File: src/rtl/uart_program_loader_if.sv
// rtl/uart_program_loader_if.sv - program memory write port driven by the UART boot loader
// Loader drives the master side; Program_Memory (or a bench monitor) takes the slave side.
interface uart_program_loader_if #(
    parameter int AB = 11,
    parameter int DB = 16
) ();
    logic          pm_we;
    logic [AB-1:0] pm_addr;
    logic [DB-1:0] pm_wdata;

    modport master (output pm_we, output pm_addr, output pm_wdata);
    modport slave  (input  pm_we, input  pm_addr, input  pm_wdata);
endinterface

File: src/rtl/uart_program_loader.sv
// rtl/uart_program_loader.sv - 8N1 serial boot loader writing 16-bit words into program memory
// Optional trailing XOR checksum byte: define UART_LOADER_CHECKSUM_EN.
module uart_program_loader #(
    parameter int AB           = 11,
    parameter int DB           = 16,
    parameter int CLKS_PER_BIT = 5208
) (
    input  logic                 clk,
    input  logic                 reset,
    input  logic                 rx,
    uart_program_loader_if.master pm,
    output logic                 cpu_hold,
    output logic                 busy,
    output logic                 done,
    output logic                 frame_err
);
    localparam int CW = $clog2(CLKS_PER_BIT);
    localparam logic [CW-1:0] BIT_LAST  = CW'(CLKS_PER_BIT - 1);
    localparam logic [CW-1:0] HALF_LAST = CW'(CLKS_PER_BIT / 2 - 1);

    typedef enum logic [2:0] {R_IDLE, R_START, R_DATA, R_STOP, R_WAIT} rx_state_t;
    typedef enum logic [2:0] {S_CNT_HI, S_CNT_LO, S_DATA_HI, S_DATA_LO, S_CHK, S_DONE} ld_state_t;

    logic          rx_meta, rx_sync, rx_prev;
    rx_state_t     rx_state, rx_state_n;
    logic [CW-1:0] clk_cnt, clk_cnt_n;
    logic [2:0]    bit_cnt, bit_cnt_n;
    logic [7:0]    shift, shift_n;
    logic          byte_valid, byte_valid_n;
    logic          stop_err;

    ld_state_t     ld_state, ld_state_n;
    logic [7:0]    hi_byte;
    logic [AB-1:0] words_left;
    logic [AB-1:0] count_rx;
`ifdef UART_LOADER_CHECKSUM_EN
    logic [7:0]    chk;
`endif

    always_ff @(posedge clk) begin
        if (reset) begin
            rx_meta    <= 1'b1;
            rx_sync    <= 1'b1;
            rx_prev    <= 1'b1;
            rx_state   <= R_IDLE;
            clk_cnt    <= '0;
            bit_cnt    <= '0;
            shift      <= '0;
            byte_valid <= 1'b0;
        end else begin
            rx_meta    <= rx;
            rx_sync    <= rx_meta;
            rx_prev    <= rx_sync;
            rx_state   <= rx_state_n;
            clk_cnt    <= clk_cnt_n;
            bit_cnt    <= bit_cnt_n;
            shift      <= shift_n;
            byte_valid <= byte_valid_n;
        end
    end

    always_comb begin
        rx_state_n   = rx_state;
        clk_cnt_n    = clk_cnt + 1'b1;
        bit_cnt_n    = bit_cnt;
        shift_n      = shift;
        byte_valid_n = 1'b0;
        stop_err     = 1'b0;
        case (rx_state)
            R_IDLE: begin
                clk_cnt_n = '0;
                if (rx_prev && !rx_sync) begin
                    rx_state_n = R_START;
                    bit_cnt_n  = '0;
                end
            end
            R_START: if (clk_cnt == HALF_LAST) begin
                clk_cnt_n  = '0;
                rx_state_n = rx_sync ? R_IDLE : R_DATA;
            end
            R_DATA: if (clk_cnt == BIT_LAST) begin
                clk_cnt_n = '0;
                shift_n   = {rx_sync, shift[7:1]};
                bit_cnt_n = bit_cnt + 1'b1;
                if (bit_cnt == 3'd7) rx_state_n = R_STOP;
            end
            R_STOP: if (clk_cnt == BIT_LAST) begin
                clk_cnt_n = '0;
                if (rx_sync) begin
                    byte_valid_n = 1'b1;
                    rx_state_n   = R_IDLE;
                end else begin
                    stop_err   = 1'b1;
                    rx_state_n = R_WAIT;
                end
            end
            // Line held low after a bad stop bit: resync only once it returns high.
            R_WAIT: begin
                clk_cnt_n = '0;
                if (rx_sync) rx_state_n = R_IDLE;
            end
            default: rx_state_n = R_IDLE;
        endcase
    end

    assign count_rx = AB'({hi_byte, shift});

    always_ff @(posedge clk) begin
        if (reset) ld_state <= S_CNT_HI;
        else       ld_state <= ld_state_n;
    end

    always_comb begin
        ld_state_n = ld_state;
        if (byte_valid) begin
            case (ld_state)
                S_CNT_HI:  ld_state_n = S_CNT_LO;
`ifdef UART_LOADER_CHECKSUM_EN
                S_CNT_LO:  ld_state_n = (count_rx == '0) ? S_CHK : S_DATA_HI;
                S_DATA_LO: ld_state_n = (words_left == AB'(1)) ? S_CHK : S_DATA_HI;
                S_CHK:     ld_state_n = (chk == shift) ? S_DONE : S_CNT_HI;
`else
                S_CNT_LO:  ld_state_n = (count_rx == '0) ? S_DONE : S_DATA_HI;
                S_DATA_LO: ld_state_n = (words_left == AB'(1)) ? S_DONE : S_DATA_HI;
`endif
                S_DATA_HI: ld_state_n = S_DATA_LO;
                default:   ld_state_n = ld_state;
            endcase
        end
    end

    always_ff @(posedge clk) begin
        if (reset) begin
            hi_byte     <= '0;
            words_left  <= '0;
            pm.pm_we    <= 1'b0;
            pm.pm_addr  <= '0;
            pm.pm_wdata <= '0;
            frame_err   <= 1'b0;
`ifdef UART_LOADER_CHECKSUM_EN
            chk         <= '0;
`endif
        end else begin
            pm.pm_we <= 1'b0;
            if (pm.pm_we) pm.pm_addr <= pm.pm_addr + 1'b1;
            if (stop_err) frame_err <= 1'b1;
            if (byte_valid) begin
                case (ld_state)
                    S_CNT_HI: hi_byte <= shift;
                    S_CNT_LO: begin
                        words_left <= count_rx;
`ifdef UART_LOADER_CHECKSUM_EN
                        chk        <= '0;
`endif
                    end
                    S_DATA_HI: begin
                        hi_byte <= shift;
`ifdef UART_LOADER_CHECKSUM_EN
                        chk     <= chk ^ shift;
`endif
                    end
                    S_DATA_LO: begin
                        pm.pm_we    <= 1'b1;
                        pm.pm_wdata <= DB'({hi_byte, shift});
                        words_left  <= words_left - 1'b1;
`ifdef UART_LOADER_CHECKSUM_EN
                        chk         <= chk ^ shift;
`endif
                    end
`ifdef UART_LOADER_CHECKSUM_EN
                    // Bad image: rewind so the host can resend from the header.
                    S_CHK: if (chk != shift) begin
                        frame_err  <= 1'b1;
                        pm.pm_addr <= '0;
                    end
`endif
                    default: ;
                endcase
            end
        end
    end

    assign done     = (ld_state == S_DONE);
    assign cpu_hold = !done;
    assign busy     = (ld_state == S_DATA_HI) || (ld_state == S_DATA_LO) || (ld_state == S_CHK);
endmodule
File: src/flat_wrapper.sv
// flat-port wrapper written by rule: the top's interface ports become plain ports
module uart_program_loader_flat 
#(
    parameter int AB           = 11,
    parameter int DB           = 16,
    parameter int CLKS_PER_BIT = 5208
)
  (clk, reset, rx, cpu_hold, busy, done, frame_err, pm_pm_we, pm_pm_addr, pm_pm_wdata);
  uart_program_loader_if #(.AB(AB), .DB(DB)) pm_i ();
  input  logic clk;
  input  logic reset;
  input  logic rx;
  output logic cpu_hold;
  output logic busy;
  output logic done;
  output logic frame_err;
  output wire logic [$bits(pm_i.pm_we)-1:0] pm_pm_we;
  output wire logic [$bits(pm_i.pm_addr)-1:0] pm_pm_addr;
  output wire logic [$bits(pm_i.pm_wdata)-1:0] pm_pm_wdata;
  assign pm_pm_we = pm_i.pm_we;
  assign pm_pm_addr = pm_i.pm_addr;
  assign pm_pm_wdata = pm_i.pm_wdata;
  uart_program_loader #(.AB(AB), .DB(DB), .CLKS_PER_BIT(CLKS_PER_BIT)) u_core (.clk(clk), .reset(reset), .rx(rx), .pm(pm_i), .cpu_hold(cpu_hold), .busy(busy), .done(done), .frame_err(frame_err));
endmodule
File: config.mk
export PLATFORM = sky130hd
export DESIGN_NAME = uart_program_loader_flat
export DESIGN_NICKNAME = d
export VERILOG_FILES = /design/src/rtl/uart_program_loader_if.sv /design/src/rtl/uart_program_loader.sv /design/src/flat_wrapper.sv
export SDC_FILE = /design/constraint.sdc
export NUM_CORES = 1
export LEC_CHECK = 0
export ABC_AREA = 0
export CAP_MARGIN = 20
export CORE_MARGIN = 2
export CORE_UTILIZATION = 56
export DETAILED_ROUTE_END_ITERATION = 12
export MAX_ROUTING_LAYER = met4
export PLACE_DENSITY = 0.81
export SETUP_SLACK_MARGIN = 0.1
export SLEW_MARGIN = 20
export SYNTH_ARGS = -nofsm -noshare
export SYNTH_HDL_FRONTEND = slang
export SYNTH_SLANG_ARGS = --single-unit
export TNS_END_PERCENT = 10
File: constraint.sdc
create_clock -name clk -period 1.9 [get_ports clk]
set_input_delay 0.285 -clock clk [delete_from_list [all_inputs] [get_ports clk]]
set_output_delay 0.285 -clock clk [all_outputs]
set_load 0.02 [all_outputs]
# Yosys cells after proc, flatten, opt, wreduce, memory -nomap -nowiden
# Cells that the tools add are included.
[word_totals]
inputBits = 3
elab_cells = 88
register_bits = 82
[op_classes]
addsub = 4
eq_ne = 19
muxes = 24
n_reduce_logical = 23
bitwise_logic = 3
[ops]
columns = ["operator", "n"]
rows = [
  ["$pmux W13 S3", 1],
  ["$mux W3", 11],
  ["$mux W13", 2],
  ["$pmux W11 S2", 1],
  ["$pmux W3 S5", 1],
  ["$add A13 B1 Y13 const B", 1],
  ["$eq A13 B12 Y1 const B", 1],
  ["$eq A13 B13 Y1 const B", 1],
  ["$eq A3 B2 Y1 const B", 4],
  ["$eq A3 B3 Y1 const B", 4],
  ["$ne A2 B1 Y1 const B", 6],
  ["$pmux W3 S4", 1],
  ["$add A11 B1 Y11 const B", 1],
  ["$eq A11 B1 Y1 const B", 1],
  ["$logic_not A11 Y1", 1],
  ["$sub A11 B1 Y11 const B", 1],
  ["$reduce_and A2 Y1", 5],
  ["$reduce_or A2 Y1", 4],
  ["$eq A3 B1 Y1 const B", 2],
  ["$logic_not A3 Y1", 2],
  ["$pmux W3 S2", 1],
  ["$reduce_and A6 Y1", 1],
  ["$mux W1", 5],
  ["$reduce_bool A2 Y1", 2],
  ["9 further kinds", 13],
]

# Depth between registers and ports, before layout
[logic_depth]
word_depth = 4
mapped_depth = 7

# Worst setup path after synthesis
# Ideal clock, no wire load.
[synth_path]
path_kind = "register to register"
start = "register u_core.clk_cnt[0]"
end = "register u_core.clk_cnt[10]"
path_slack_ps = 251
synth_period_minus_slack_ps = 1649
setup_ps = 64
arrival_ps = 1585
path_stages_with_launch = 8
path_buffers = 1
path_cell_list = "dfxtp_1 ha_1 nand2_1 nand4b_4 nor2_4 or4_4 buf_6 nor2_1"
[synth_between]
elab_chain_cells = 3
elab_cells_between_ends = 6
cone_classes = "add/sub (1); eq/ne (2); mux (3)"
[synth_rtl]
columns = ["element", "line", "text"]
rows = [
  ["start: declaration", "uart_program_loader.sv:26", "logic [CW-1:0] clk_cnt, clk_cnt_n;"],
  ["start signal: assignment", "uart_program_loader.sv:55", "clk_cnt <= clk_cnt_n;"],
  ["$add A13 B1 Y13 (tied with other cells)", "uart_program_loader.sv:64", "clk_cnt_n = clk_cnt + 1'b1;"],
  ["$mux W13 (on tied branches)", "uart_program_loader.sv:81, uart_program_loader.sv:87, uart_program_loader.sv:77", ""],
  ["$pmux W13 S3 *", "uart_program_loader.sv:69", "case (rx_state)"],
]
# Every way passes the cells marked *; elsewhere a longest branch is shown, timed or not.
# A chain may end at the register's enable or synchronous reset.

# Worst setup path in the final report
[layout_path]
start = "register u_core.words_left[0]"
end = "register u_core.words_left[7]"
[layout_between]
elab_chain_cells = 2
[layout_rtl]
columns = ["element", "line", "text"]
rows = [
  ["start: declaration", "uart_program_loader.sv:34", "logic [AB-1:0] words_left;"],
  ["start signal: assignment", "uart_program_loader.sv:151", "words_left <= count_rx;"],
  ["start signal: assignment", "uart_program_loader.sv:165", "words_left <= words_left - 1'b1;"],
  ["$sub A11 B1 Y11", "uart_program_loader.sv:165", ""],
  ["$pmux W11 S2", "uart_program_loader.sv:148", "case (ld_state)"],
]
# No other way between the ends.

==> out/results.ini <==
[power_and_ir_drop]
power-per-cell-area_mw_per_mm2=704
ir_worst_vdd_v=0.000497
static_leakage_power_nw=1.43

[cts]
cts_tree=done
worstSkewPairLatency_ns=0.35
register_clock_pin_slew_on_the_reported_worst_setup_and_hold_paths_ns=0.09
cts.path.max_buffers=2
cts.root.buffer_cell=sky130_fd_sc_hd__clkbuf_8
cts.hold.buffers_added=0
post_cts.repair.setup_buffers=0
h-tree-depth=3
cts_num_sinks=82
cts_made_buffers=9

[worst_setup_path]
critical_path.endpoint_type=flip-flop
critical_path_startpoint=u_core.words_left[0]
worstReg2RegEnd=u_core.words_left[7]
critPathArrivalTime_ns=2.06
cp_cell_sequence=or4_4 -> or4_1 -> a21oi_1 -> a21oi_1 -> nor2_1
setup.worst_path.class=reg -> reg
worstSetupStartpointType=flip-flop
endpoint=u_core.words_left[7]
cp_slowest_cell=sky130_fd_sc_hd__or4_4
timing.critical_path.required_ns=2.18
regToRegStartpoint=u_core.words_left[0]
r2r_cells=5
critical-path-top-cell-by-count=sky130_fd_sc_hd__a21oi_1
critical_path_peak_fanout=5
rrSetupSlack_ns=0.13
cpPeakStageDelay_ns=0.55

[final_layout]
mostFrequentLayoutCell=sky130_fd_sc_hd__dfxtp_1
layout.nets=467
final_util_pct=67.0
final_cell_mix=sky130_fd_sc_hd__dfxtp_1 (82), sky130_fd_sc_hd__nand2_1 (58), sky130_fd_sc_hd__nor2_1 (55)
drive_gt1_share_pct=11.0
area_overhead_vs_synth_pct=16.4
antennaDiodeCount=0

[synthesis]
netlist.top_cell.by_area=sky130_fd_sc_hd__dfxtp_1
synth_warnings=0
syn_area_mm2=0.00361
syn_avg_cell_area_um2=8.58
ys_dominant_reg_cell=sky130_fd_sc_hd__dfxtp_1
ys_ff_latch=82
synth.area.top_cells=sky130_fd_sc_hd__dfxtp_1 (45%), sky130_fd_sc_hd__nand2_1 (6.0%), sky130_fd_sc_hd__nor2_1 (5.7%)
postSynthCellCount=421
post_synth_top_area_share_pct=45.4
synth_edf_count=0
synthArstFlopShare_pct=0
synth_nets=430
synth_cell_types=54
synth_seq_area_share_pct=45.4

[global_route]
grt_first_pass_wirelength_um=12800
grt_max_degree=31
overall_fraction_of_global_route_tracks_in_use_pct=22.7
globalRoute.totalOverflow=0
grt_antenna_before_repair=0
first_global_vias=2744

[timing]
setup_slack_ns=0.125
setup-violations-final=0
fin_crit_ns=1.77
maxSlewViolCount=0
finalCritPeriodShare_pct=93.4
rsz0062_at_grt=true
hold_violations=0
clock-skew-final_ns=0.00965
max-slew-margin-rel_pct=57.9
timing.setup.tns_ns=0
timing.hold.ws_ns=0.316
worstMarginPinSlew_ns=0.629
max_clock_freq_mhz=563

[drt]
avgRoutedWirePerCell_um=14.1
drt_iter0_drcs=249
drt.antenna.violating_nets=0
detailroute.via_count=3062
drc=0
viasPerCell=5.67
final_wirelength_um=7590
first_pass_iters=6

[placement]
pre_cts_slack_ns=0.182
buffer_ports.inserted=34
place.detailed.hpwl_um=5210
globalplace.congestion=0.873

[outcome]
run_status=finished, final reports clean

[min_path]
holdCritStartpoint=reset
whs_path_depth=2
hp-class=in -> reg

[flow_run]
cap_violations=0

[die]
design.portCount=35
die_w_um=84.3
die_area_mm2=0.00711
placement_rows=29
initial_core_util_pct=57.6
design.core.area_mm2=0.00628
floorplan.die.height_um=84.3

worst min-delay path by stage:
stage	end	slack, ns
after detailed placement	u_core.rx_sync	0.39
after floorplan	u_core.rx_meta	0.39
after global placement	u_core.rx_sync	0.39
after global routing	u_core.hi_byte[0]	0.32
final	u_core.pm.pm_we	0.32
after CTS	u_core.hi_byte[0]	0.30
flip-flops by register name (all words and copies together) (netlist names):
signal	cells
u_core.pm.pm_wdata	16
u_core.clk_cnt	13
u_core.pm.pm_addr	11
u_core.words_left	11
u_core.hi_byte	8
u_core.shift	8
u_core.bit_cnt	3
u_core.ld_state	3
u_core.rx_state	3
u_core.byte_valid	1
u_core.frame_err	1
u_core.pm.pm_we	1
u_core.rx_meta	1
u_core.rx_prev	1
u_core.rx_sync	1
logic make-up after synthesis:
| kind of cell | Yosys count | synth area share (%) |
|---|---|---|
| AO/OA/AOI/OAI | 76 | 12.3 |
| XOR/XNOR | 18 | 4.36 |
| adder cells (fa/ha/maj) | 6 | 2.08 |
| buffers and inverters | 29 | 3.67 |
| flip-flops | 82 | 45.4 |
| multiplexers | 17 | 4.71 |
| AND/OR/NAND/NOR | 193 | 27.5 |
report_power, final:
part           switching (mW)  leakage [nW]  internal [mW]  total, mW
Clock                   0.661        0.0835          0.489       1.15
Sequential            0.00481         0.661           1.72       1.73
Combinational          0.0564         0.682         0.0260     0.0824
cell type report:
class,instances,area [um^2]
Clock buffer,10,128
Clock inverter,6,50.0
Fill cell,532,2070
Inverter,9,33.8
Multi-Input combinational cell,310,1840
Sequential cell,82,1640
Tap cell,77,96.3
Timing Repair Buffer,46,418
cells in the mapped netlist (3+ instances only):
cell type	number
sky130_fd_sc_hd__nor2_2	5
sky130_fd_sc_hd__dfxtp_1	82
sky130_fd_sc_hd__nand2b_1	4
sky130_fd_sc_hd__xor2_1	12
sky130_fd_sc_hd__nand2_1	58
sky130_fd_sc_hd__buf_6	3
sky130_fd_sc_hd__inv_1	9
sky130_fd_sc_hd__mux2i_1	17
sky130_fd_sc_hd__ha_1	6
sky130_fd_sc_hd__xnor2_1	6
sky130_fd_sc_hd__nand4_1	9
sky130_fd_sc_hd__o21ai_0	19
sky130_fd_sc_hd__nor2_1	55
sky130_fd_sc_hd__nand3_1	11
sky130_fd_sc_hd__or2_2	6
sky130_fd_sc_hd__a21oi_1	36
sky130_fd_sc_hd__clkbuf_1	15
sky130_fd_sc_hd__nor4_1	5
sky130_fd_sc_hd__nor3_1	6
sky130_fd_sc_hd__or3_1	5
sky130_fd_sc_hd__nor2b_1	4
sky130_fd_sc_hd__and3_1	5
metal layers:
layer	vias up	GRT usage [%]	share of wire (%)
li1	1538	-	-
met1	1416	30.1	47
met2	98	35.0	46
met3	10	5.70	6.2
met4	0	5.92	1.1
met5	-	-	0
per-stage QoR:
stage	cells	area, um^2	power (mW)
after floorplan	421	3610	1.84
after global placement	524	4040	1.85
after detailed placement	524	4040	1.85
after CTS	540	4210	2.98
after global routing	540	4210	3.07
final	540	4210	2.96
worst max-delay path: cells and delay by family (launching register included):
| kind | cells | cell delay (ns) |
|---|---|---|
| simple gates | 3 | 1.11 |
| flops | 1 | 0.36 |
| compound gates | 2 | 0.21 |
what timing repair did:
action	in CTS	in global routing
endpoints found under the setup margin	3	18
gates resized for setup	4	1
pin swaps	0	0
hold endpoints to repair	0	0
Power figures use the tool's default switching activity.
